File: src/rtl/download_word_packer.sv
// download_word_packer: packs the loader's image-region byte stream into 16-bit
// masked words, queues them in a small FIFO and writes them to the memory
// controller over a req/ack handshake. Signals done once the download has ended
// and every queued word has been acknowledged.
// Optional feature: define DOWNLOAD_CHECKSUM_EN to add a 16-bit byte checksum output.
module download_word_packer #(
    parameter int FIFO_DEPTH = 8,
    parameter int ADDR_WIDTH = 25
) (
    input  logic                  clk,
    input  logic                  reset,
    input  logic                  ioctl_download,
    input  logic                  region_sel,
    input  logic                  wr_8bit,
    input  logic [ADDR_WIDTH:0]   addr_8bit,
    input  logic [7:0]            data_8bit,
    output logic                  mem_req,
    output logic [ADDR_WIDTH-1:0] mem_addr,
    output logic [15:0]           mem_data,
    output logic [1:0]            mem_mask,
    input  logic                  mem_ack,
    output logic                  overflow,
    output logic                  busy,
    output logic                  done
`ifdef DOWNLOAD_CHECKSUM_EN
   ,output logic [15:0]           checksum
`endif
);

    localparam int PW = $clog2(FIFO_DEPTH);

    typedef struct packed {
        logic [ADDR_WIDTH-1:0] addr;
        logic [15:0]           data;
        logic [1:0]            mask;
    } word_t;

    typedef enum logic [2:0] {S_IDLE, S_LOAD, S_FLUSH, S_DRAIN, S_DONE} state_t;

    state_t state, state_nxt;

    // input stage: accepted byte, processed one cycle after the strobe
    logic                  in_vld;
    logic [ADDR_WIDTH:0]   in_addr;
    logic [7:0]            in_data;

    // pending even byte waiting for its odd partner
    logic                  pend_vld;
    logic [ADDR_WIDTH-1:0] pend_addr;
    logic [7:0]            pend_data;

    // skid holds an unpaired odd byte for one cycle
    logic                  skid_vld;
    word_t                 skid_word;

    // word FIFO
    word_t                 fifo_mem [FIFO_DEPTH];
    logic [PW-1:0]         wr_ptr, rd_ptr;
    logic [PW:0]           fifo_cnt;

    logic                  start, byte_acc, in_odd;
    logic [ADDR_WIDTH-1:0] in_waddr;
    word_t                 pend_word, push_word, head;
    logic                  push, pop, wr_en, fifo_full;
    logic                  pend_ld, pend_clr, skid_ld, flush_go;

    assign start     = ((state == S_IDLE) || (state == S_DONE)) && ioctl_download;
    assign byte_acc  = (state == S_LOAD) && wr_8bit && region_sel;
    assign in_odd    = in_addr[0];
    assign in_waddr  = in_addr[ADDR_WIDTH:1];
    assign pend_word = '{addr: pend_addr, data: {8'h00, pend_data}, mask: 2'b01};
    // flush may only run once no byte is in flight in the input stage or skid
    assign flush_go  = (state == S_FLUSH) && !in_vld && !skid_vld;

    assign fifo_full = (fifo_cnt == (PW + 1)'(FIFO_DEPTH));
    assign pop       = mem_ack && (fifo_cnt != '0);
    assign wr_en     = push && (!fifo_full || pop);

    // state register
    always_ff @(posedge clk or posedge reset) begin
        if (reset) state <= S_IDLE;
        else       state <= state_nxt;
    end

    // next-state logic
    always_comb begin
        state_nxt = state;
        case (state)
            S_IDLE:  if (ioctl_download)   state_nxt = S_LOAD;
            S_LOAD:  if (!ioctl_download)  state_nxt = S_FLUSH;
            S_FLUSH: if (flush_go)         state_nxt = S_DRAIN;
            S_DRAIN: if (fifo_cnt == '0)   state_nxt = S_DONE;
            S_DONE:  if (ioctl_download)   state_nxt = S_LOAD;
            default:                       state_nxt = S_IDLE;
        endcase
    end

    // packing decisions; a valid skid implies no pending byte, so the skid
    // override below never discards a pending push
    always_comb begin
        push      = 1'b0;
        push_word = '0;
        pend_ld   = 1'b0;
        pend_clr  = 1'b0;
        skid_ld   = 1'b0;
        if (in_vld) begin
            if (!in_odd) begin
                if (pend_vld) begin
                    push      = 1'b1;
                    push_word = pend_word;
                end
                pend_ld = 1'b1;
            end else if (pend_vld && (pend_addr == in_waddr)) begin
                push      = 1'b1;
                push_word = '{addr: in_waddr, data: {in_data, pend_data}, mask: 2'b11};
                pend_clr  = 1'b1;
            end else begin
                if (pend_vld) begin
                    push      = 1'b1;
                    push_word = pend_word;
                end
                pend_clr = 1'b1;
                skid_ld  = 1'b1;
            end
        end
        if (flush_go && pend_vld) begin
            push      = 1'b1;
            push_word = pend_word;
            pend_clr  = 1'b1;
        end
        if (skid_vld) begin
            push      = 1'b1;
            push_word = skid_word;
        end
    end

    // input stage register
    always_ff @(posedge clk or posedge reset) begin
        if (reset) begin
            in_vld  <= 1'b0;
            in_addr <= '0;
            in_data <= '0;
        end else begin
            in_vld <= byte_acc;
            if (byte_acc) begin
                in_addr <= addr_8bit;
                in_data <= data_8bit;
            end
        end
    end

    // pending and skid registers
    always_ff @(posedge clk or posedge reset) begin
        if (reset) begin
            pend_vld  <= 1'b0;
            pend_addr <= '0;
            pend_data <= '0;
            skid_vld  <= 1'b0;
            skid_word <= '0;
        end else if (start) begin
            pend_vld <= 1'b0;
            skid_vld <= 1'b0;
        end else begin
            if (pend_ld) begin
                pend_vld  <= 1'b1;
                pend_addr <= in_waddr;
                pend_data <= in_data;
            end else if (pend_clr) begin
                pend_vld <= 1'b0;
            end
            skid_vld <= skid_ld;
            if (skid_ld)
                skid_word <= '{addr: in_waddr, data: {in_data, 8'h00}, mask: 2'b10};
        end
    end

    // FIFO storage, pointers and occupancy
    always_ff @(posedge clk or posedge reset) begin
        if (reset) begin
            for (int i = 0; i < FIFO_DEPTH; i++) fifo_mem[i] <= '0;
            wr_ptr   <= '0;
            rd_ptr   <= '0;
            fifo_cnt <= '0;
        end else if (start) begin
            wr_ptr   <= '0;
            rd_ptr   <= '0;
            fifo_cnt <= '0;
        end else begin
            if (wr_en) begin
                fifo_mem[wr_ptr] <= push_word;
                wr_ptr           <= wr_ptr + 1'b1;
            end
            if (pop) rd_ptr <= rd_ptr + 1'b1;
            fifo_cnt <= fifo_cnt + {{PW{1'b0}}, wr_en} - {{PW{1'b0}}, pop};
        end
    end

    // sticky overflow, cleared at download start
    always_ff @(posedge clk or posedge reset) begin
        if (reset)                       overflow <= 1'b0;
        else if (start)                  overflow <= 1'b0;
        else if (push && fifo_full && !pop) overflow <= 1'b1;
    end

`ifdef DOWNLOAD_CHECKSUM_EN
    // running sum of accepted bytes
    always_ff @(posedge clk or posedge reset) begin
        if (reset)         checksum <= '0;
        else if (start)    checksum <= '0;
        else if (byte_acc) checksum <= checksum + {8'h00, data_8bit};
    end
`endif

    assign head     = fifo_mem[rd_ptr];
    assign mem_req  = (fifo_cnt != '0);
    assign mem_addr = head.addr;
    assign mem_data = head.data;
    assign mem_mask = head.mask;
    assign busy     = (state == S_LOAD) || (state == S_FLUSH) || (state == S_DRAIN);
    assign done     = (state == S_DONE);

endmodule

File: config.mk
export PLATFORM = sky130hd
export DESIGN_NAME = download_word_packer
export DESIGN_NICKNAME = d
export VERILOG_FILES = /design/src/rtl/download_word_packer.sv
export SDC_FILE = /design/constraint.sdc
export NUM_CORES = 1
export LEC_CHECK = 0
export CAP_MARGIN = 20
export CORE_MARGIN = 2
export CORE_UTILIZATION = 45
export CTS_BUF_LIST = sky130_fd_sc_hd__clkbuf_4 sky130_fd_sc_hd__clkbuf_8
export CTS_CLUSTER_DIAMETER = 120
export DETAILED_ROUTE_END_ITERATION = 8
export PLACE_DENSITY = 0.7
export SYNTH_ARGS = -nofsm -noshare
export SYNTH_HDL_FRONTEND = slang
export SYNTH_SLANG_ARGS = --single-unit
export TNS_END_PERCENT = 5
File: constraint.sdc
create_clock -name clk -period 29 [get_ports clk]
set_clock_uncertainty 0.15 [all_clocks]
set_input_delay 5.8 -clock clk [delete_from_list [all_inputs] [get_ports clk]]
set_output_delay 5.8 -clock clk [all_outputs]
set_load 0.02 [all_outputs]
Word level (Yosys, flattened, before mapping) --
Cells that the tools add are included.
Word-level totals: bits in registers 462, input port bits 40, output and inout bits 47, word-level logic and storage cells 133
Cells by class: $add $sub $neg 4, $lt $le $gt $ge 3, eq/ne operators 10, multiplexer cells 42, bitwise operators 3, reduce and logical (&&, ||, !) cells 32
Operator list (count):
- 43-bit 2-to-1 mux | 9
- 344-bit bitwise mux | 1
- 43-bit binary-select mux with 3-bit select | 1
- 43-bit demux with 3-bit select | 1
- 25-bit equality test | 1
- 3-bit 2-to-1 mux | 8
- 1-bit 2-to-1 mux | 20
- 1-bit logical AND | 12
- 3-bit case mux with 4 select lines | 1
- 4-bit >= comparator (second input constant) | 2
- 3-bit inverter with 4-bit output | 2
- 3-bit by 1-bit adder with 3-bit output (second input constant) | 2
- 3-bit by 2-bit equality test with 1-bit output (second input constant) | 2
- 2-bit inequality test (second input constant) | 3
- 2-bit AND reduction | 3
- 2-bit nonzero test | 3
- 4-bit by 1-bit adder with 4-bit output | 1
- 4-bit equality test (second input constant) | 1
- 1-bit zero test | 4
- 4-bit zero test | 1
- 1-bit logical OR | 4
- 4-bit by 1-bit less-than comparator with 1-bit output (second input constant) | 1
- 4-bit 2-to-1 mux | 1
- 4-bit AND reduction | 1
- other kinds (9) | 9

Depth between registers and ports, before layout --
Gate-level depths: netlist of the first run.
depth in word-level cells 11, gate-level depth with buffers 12, mapped depth without buffers 12

Worst setup path before layout of the first run --
Ideal clock, no wire load.
kind register to output, start point register rd_ptr[1], end point output port mem_addr[0], data arrival time 2.066 ns, required time 23.050 ns, setup slack 20.984 ns, cell stages (with the launch flop) 6, path buffers 3, cells stage by stage dfrtp_1 clkbuf_1 buf_1 clkbuf_1 mux4_2 mux2_2
On the way: word-level cells in the longest chain between the ends 4
Ends and longest elaborated chain:
- from (decl) | RTL line 58 | logic [PW-1:0] wr_ptr, rd_ptr;
- from (signal assigned) | RTL line 193 | if (pop) rd_ptr <= rd_ptr + 1'b1;
- 3-bit inverter with 4-bit output (implied by the code) | RTL line 214 | assign head = fifo_mem[rd_ptr];
- 43-bit binary-select mux with 3-bit select | RTL line 214
- 43-bit 2-to-1 mux (implied by the code) (2 in series) | RTL line 214
- to (decl) | RTL line 18 | output logic [ADDR_WIDTH-1:0] mem_addr,
No other way between the ends. The select of a mux whose other input is x is not followed.

Final worst setup path of the first run --
start point register rd_ptr[0], end point output port mem_mask[1]
On the way: word-level cells in the longest chain between the ends 4
Ends and longest elaborated chain:
- 3-bit inverter with 4-bit output (implied by the code) | RTL line 214
- 43-bit binary-select mux with 3-bit select | RTL line 214
- 43-bit 2-to-1 mux (implied by the code) (2 in series) | RTL line 214
- to (decl) | RTL line 20 | output logic [1:0] mem_mask,
No other way between the ends. The select of a mux whose other input is x is not followed.

==> metrics, run 1 <==
final setup fails 0; top cell type by total area after synthesis dfrtp_1; Critical Path RT 23.05 ns; number of synthesized register bits 462; placed instance count 2294; Starting Density 45.6%; Worst VDD drop 49.6 uV; starting DRC count in detailed routing 1119; CTS tree built; antenna violations before repair 0; placed wire-length estimate 31000 um; vias in the first global route 14600; # hold bufs at CTS 0; Syn Nets 1741; GRT overflow 0; IO buf count 86; Final Cell Area 23900 um^2; WL final 51500 um; DRC 0; Area growth syn-to-layout 15.4%; crit share post-route 34.7%; first-pass GRT wire length 82300 um; area share of the largest cell type after synthesis 55.9%; Synth area leaders dfrtp_1 56%, mux2_2 10%, mux4_2 9.4%; drt wl/cell 21.2 um; Max-slew headroom 29.5%; Clock transition at path regs 0.06 ns; YS warnings 0; Seq/Total Area, Yosys 55.9%; Worst Setup Path Type reg2out; Critical Path Sink Type output pin; Min Clock Period, post-route 10.07 ns; worst-skew pair later-pin latency 0.63 ns; Slew @ Worst Pin 1.05 ns; Filler cells 3830; setup TNS 0 ns; ANT nets after route 0; placement row count 78; Critical Path AT 4.12 ns; largest net degree at the start of global routing 178; DR pass1 iterations 5; H-tree levels 3; CTS Buf Count 76; final hold vios 0; Slew Limit Fails 0; maximum clock rate 99.3 MHz; num ports 87; outcome complete, no violations; share of post-route cells with drive strength above 1 26.1%; startpoint types flip-flop; Post-CTS Setup Repair Bufs 0; Hold WC Path Type reg2reg; gp weighted congestion 0.808; Hold WS 0.321 ns; total track usage 22.5%; syn avg cell area 12.2 um^2; worst-path fanout max 39; worst setup margin 18.93 ns; total power 2.00 mW; Async S/R FF share, synth 100%; Die ar. 47700 um^2; vias after detailed routing 14100; Main synth FF type dfrtp_1; Clock Tree Buf Depth 3; Max Cap Violations 0; Die Y 218 um; Via density 5.78; Leak 10.3 nW; Mapped Cells 1692; Root Buffer clkbuf_8; pwr dens 83.7 nW/um^2; Placed Area 22100 um^2; number of flops mapped to enable cells by yosys 0; area of the core 45400 um^2; Non-Filler Instances 2434; dpl ws 19.49 ns; Sink Count 462; RSZ-0062 raised after global routing no; post-synth cell types 48; Mapped Area 20700 um^2; Die Wd 218 um; Finished Core Util 52.6%; post-cts gate resize count 0; fin nets 1823
-- state kept, by name, summed over array words and instances, names as in the netlist --
register,count
fifo_cnt,4
fifo_mem,344
in_addr,26
in_data,8
in_vld,1
overflow,1
pend_addr,25
pend_data,8
pend_vld,1
rd_ptr,3
skid_vld,1
skid_word,34
state,3
wr_ptr,3
-- final cells by class --
class | count | area (um^2) | area share (%)
Sequential cell | 462 | 11600 | 48.4
Multi-Input combinational cell | 1086 | 8550 | 35.8
Clock buffer | 119 | 1540 | 6.44
Timing Repair Buffer | 119 | 1150 | 4.83
Tap cell | 600 | 751 | 3.14
Clock inverter | 18 | 196 | 0.823
Inverter | 29 | 116 | 0.487
Antenna cell | 1 | 2.50 | 0.0105
-- placed cells by master, fill, tap and decap left out, types with 6 or more instances in the layout --
cell,instances
a221oi_1,87
mux4_2,86
buf_4,30
clkbuf_4,16
nand4_1,6
clkdlybuf4s50_1,86
clkbuf_8,103
and3_1,6
nand2_1,235
nand2b_1,10
o21ai_1,7
a21oi_1,12
xnor2_1,27
clkinv_2,12
inv_1,27
o21ai_0,182
a21o_1,8
a22oi_1,7
mux2_2,188
ha_1,8
nand3_1,6
nor2_1,141
a31oi_1,9
dfrtp_1,459
a221oi_2,7
-- routing by layer --
| layer | vias up | wire length, um | part of all wire (%) | GRT usage [%] |
|---|---|---|---|---|
| li1 | 6278 | - | - | - |
| met1 | 7204 | 22400 | 43 | 30.9 |
| met2 | 455 | 24300 | 47 | 35.1 |
| met3 | 126 | 3190 | 6.2 | 4.18 |
| met4 | 0 | 1670 | 3.2 | 9.30 |
| met5 | - | 0 | 0 | 0 |
-- critical path: stages (launching register included) --
cell             delay [ns]
dfrtp_4                0.68
buf_4                  0.72
buf_4                  0.61
mux4_2                 0.59
mux2_2                 0.27
clkdlybuf4s50_1        0.60
-- cell usage after synthesis, types with 5 or more instances --
master	count
a31oi_1	9
a22oi_1	7
clkbuf_1	81
o21ai_1	7
xnor2_1	27
a221oi_1	87
a21o_1	8
ha_1	8
inv_1	28
a21oi_1	13
mux2_2	188
buf_2	10
dfrtp_1	462
and3_1	6
a221oi_2	7
mux4_2	86
o221a_2	5
buf_4	7
nand4_1	6
nand3_1	6
nand2_1	235
nor2_1	143
buf_1	13
nand2b_1	10
o21ai_0	182
mux2i_1	5
a211oi_1	5
-- logic make-up (layout without fill, tap and decap cells) --
group	after synthesis	count (layout)	share of synthesized area, %
AOI/OAI and AO/OA	336	336	10.7
DFF	462	462	55.9
other	0	1	0
adders and majority gates	9	9	0.581
and+or+nand+nor	432	432	8.83
muxes	279	279	19.8
buffers and inverters	144	285	2.94
xor gates and xnor gates	30	30	1.27
-- final timing paths --
check / start / depth (start not counted) / endpoint / slack [ns]
worst max-delay path: rd_ptr[0] / 5 / mem_mask[1] / 18.93
worst min-delay path: skid_word[1] / 1 / skid_word[1] / 0.32
worst max register to register: in_addr[4] / 7 / fifo_mem[318] / 25.26
worst min register to register: skid_word[1] / 1 / skid_word[1] / 0.32
max in group asynchronous: reset / 5 / rd_ptr[0] / 20.99
min in group asynchronous: reset / 2 / fifo_mem[260] / 5.59
-- power by group --
group,switching [mW],total (mW),internal (mW)
clock network,0.261,0.634,0.373
logic,0.244,0.487,0.242
registers,0.119,0.878,0.759
No activity file was read; power rests on OpenSTA's default activity.
==> run 2, diff against run 1 <==
==> constraint.sdc (replaced) <==
create_clock -name clk -period 9.7 [get_ports clk]
set_clock_uncertainty 0.15 [all_clocks]
set_input_delay 1.94 -clock clk [delete_from_list [all_inputs] [get_ports clk]]
set_output_delay 1.94 -clock clk [all_outputs]
set_load 0.02 [all_outputs]
==> run 2 against run 1 <==
  * Sequential power rose to 3.0 times the previous value
  * Power rose to 3.0 times the previous value
  * Register-to-register slack got worse by 19 ns
  * Wire length fell by 0.98%
  * Critical path type unchanged
  * Critical endpoint is now mem_addr[13]
  * Largest power group unchanged
  * Highest routed layer unchanged
==> metrics, run 2 (synthesized netlist as in run 1, its figures left out) <==
first-pass GRT wire length 81200 um; num ports 87; vias in the first global route 14400; pwr dens 250 nW/um^2; CTS Buf Count 78; met2 Use GR 35.2%; fin nets 1824; final hold vios 0; total track usage 22.1%; most frequent cells in the layout 459 x dfrtp_1, 235 x nand2_1, 188 x mux2_2; drt wl/cell 21.0 um; Critical Path AT 3.96 ns; Finished Core Util 52.5%; Post-CTS Setup Repair Bufs 0; setup TNS 0 ns; startpoint types flip-flop; met3 Use GR 3.47%; max FFs per register 344; area of the core 45400 um^2; commonest non-fill, non-tap cell in the layout dfrtp_1; worst-skew pair later-pin latency 0.64 ns; Critical Path RT 7.61 ns; CP max-delay cell dfrtp_4; Via density 5.72; CTS tree built; placed wire-length estimate 30400 um; vias after detailed routing 13900; Starting Density 45.6%; Min Clock Period, post-route 6.05 ns; Slew Limit Fails 0; Biggest register fifo_mem; Critical Path Sink Type output pin; RSZ-0062 raised after global routing no; antenna diode instance count 0; ANT nets after route 0; crit path cell chain buf_4 -> mux4_2 -> mux2_2 -> clkdlybuf4s50_1; Clock transition at path regs 0.06 ns; DRC 0; GRT overflow 0; Max-slew headroom 25.1%; CP max stage delay 1.07 ns; starting DRC count in detailed routing 981; H-tree levels 3; Worst Path Buf+Inv 2; outcome complete, no violations; Max Cap Violations 0; Die Wd 218 um; Die Y 218 um; antenna violations before repair 0; GR peak layer met2; Area growth syn-to-layout 15.1%; Clock Tree Buf Depth 3; placement row count 78; delay-heaviest family, CP buffers and inverters; Leak 10.2 nW; share of post-route cells with drive strength above 1 26.0%; maximum clock rate 165 MHz; worst r2r src in_addr[4]; met1 usage 31.0%; Worst VDD drop 168 uV; worst-path fanout max 49; Slew @ Worst Pin 1.12 ns; Top Registers fifo_mem x344, skid_word x34, in_addr x26; post-cts gate resize count 0; Worst Setup Path Type reg2out; Sink Count 462; final setup fails 0; gp weighted congestion 0.773; Hold WC Path Type reg2reg; Worst Setup SP rd_ptr[0]; Root Buffer clkbuf_8; Die ar. 47700 um^2; Hold Path Origin fifo_mem[175]; # hold bufs at CTS 0; IO buf count 86; DR pass1 iterations 5; largest net degree at the start of global routing 177; WL final 51000 um; crit share post-route 62.4%
[run 2: changes by cell type in the layout (fill, tap and decap cells not counted), moves of 3 or more]
cell        delta
clkbuf_4       +8
clkinv_2       -9
clkinvlp_4     +6
clkbuf_8       -3
[run 2: worst paths after layout]
path / to / slack, ns / cells past startpoint
min reg2reg: fifo_mem[175] / 0.32 / 2
min: fifo_mem[175] / 0.32 / 2
max in group asynchronous: fifo_mem[17] / 6.21 / 3
max reg2reg: fifo_mem[146] / 6.07 / 7
max: mem_addr[13] / 3.65 / 4
min in group asynchronous: fifo_mem[262] / 1.71 / 2
[run 2: power by group]
group | leakage, nW | switching, mW | internal, mW
clock | 0.884 | 0.786 | 1.09
sequential | 6.01 | 0.383 | 2.27
combinational | 3.31 | 0.699 | 0.721
[run 2: through the flow]
| stage | setup WS, ns | hold WS [ns] | std cells | power (mW) | cell area, um^2 |
|---|---|---|---|---|---|
| 4_1_cts | 3.51 | 0.327 | 2431 | 6.01 | 23800 |
| 5_1_grt | 3.41 | 0.341 | 2431 | 6.25 | 23800 |
| 6_report | 3.65 | 0.321 | 2431 | 5.95 | 23800 |
| 3_5_place_dp | 4.19 | 0.315 | 2295 | 4.11 | 22100 |
| 3_3_place_gp | 4.23 | 0.305 | 2295 | 4.06 | 22100 |
| 2_1_floorplan | 1.36 | 0.290 | 1692 | 3.63 | 20700 |
[run 2: routing by layer]
metal  share of wire [%]  up-vias
li1                    -     6278
met1                  44     7129
met2                  48      418
met3                 5.7       88
met4                 2.4        0
met5                   0        -
[run 2: area by class of cell]
type	count	area, um^2
Inverter	29	113
Clock buffer	124	1560
Fill cell	3847	21600
Clock inverter	12	150
Multi-Input combinational cell	1086	8550
Sequential cell	462	11600
Timing Repair Buffer	118	1130
Tap cell	600	751
[run 2: tightest hold or removal path: cells and delay by family, from the launching register on]
kind | cells | cell delay, ns
DFF | 1 | 0.33
AOI/OAI and AO/OA | 1 | 0.06
and+or+nand+nor | 1 | 0.05
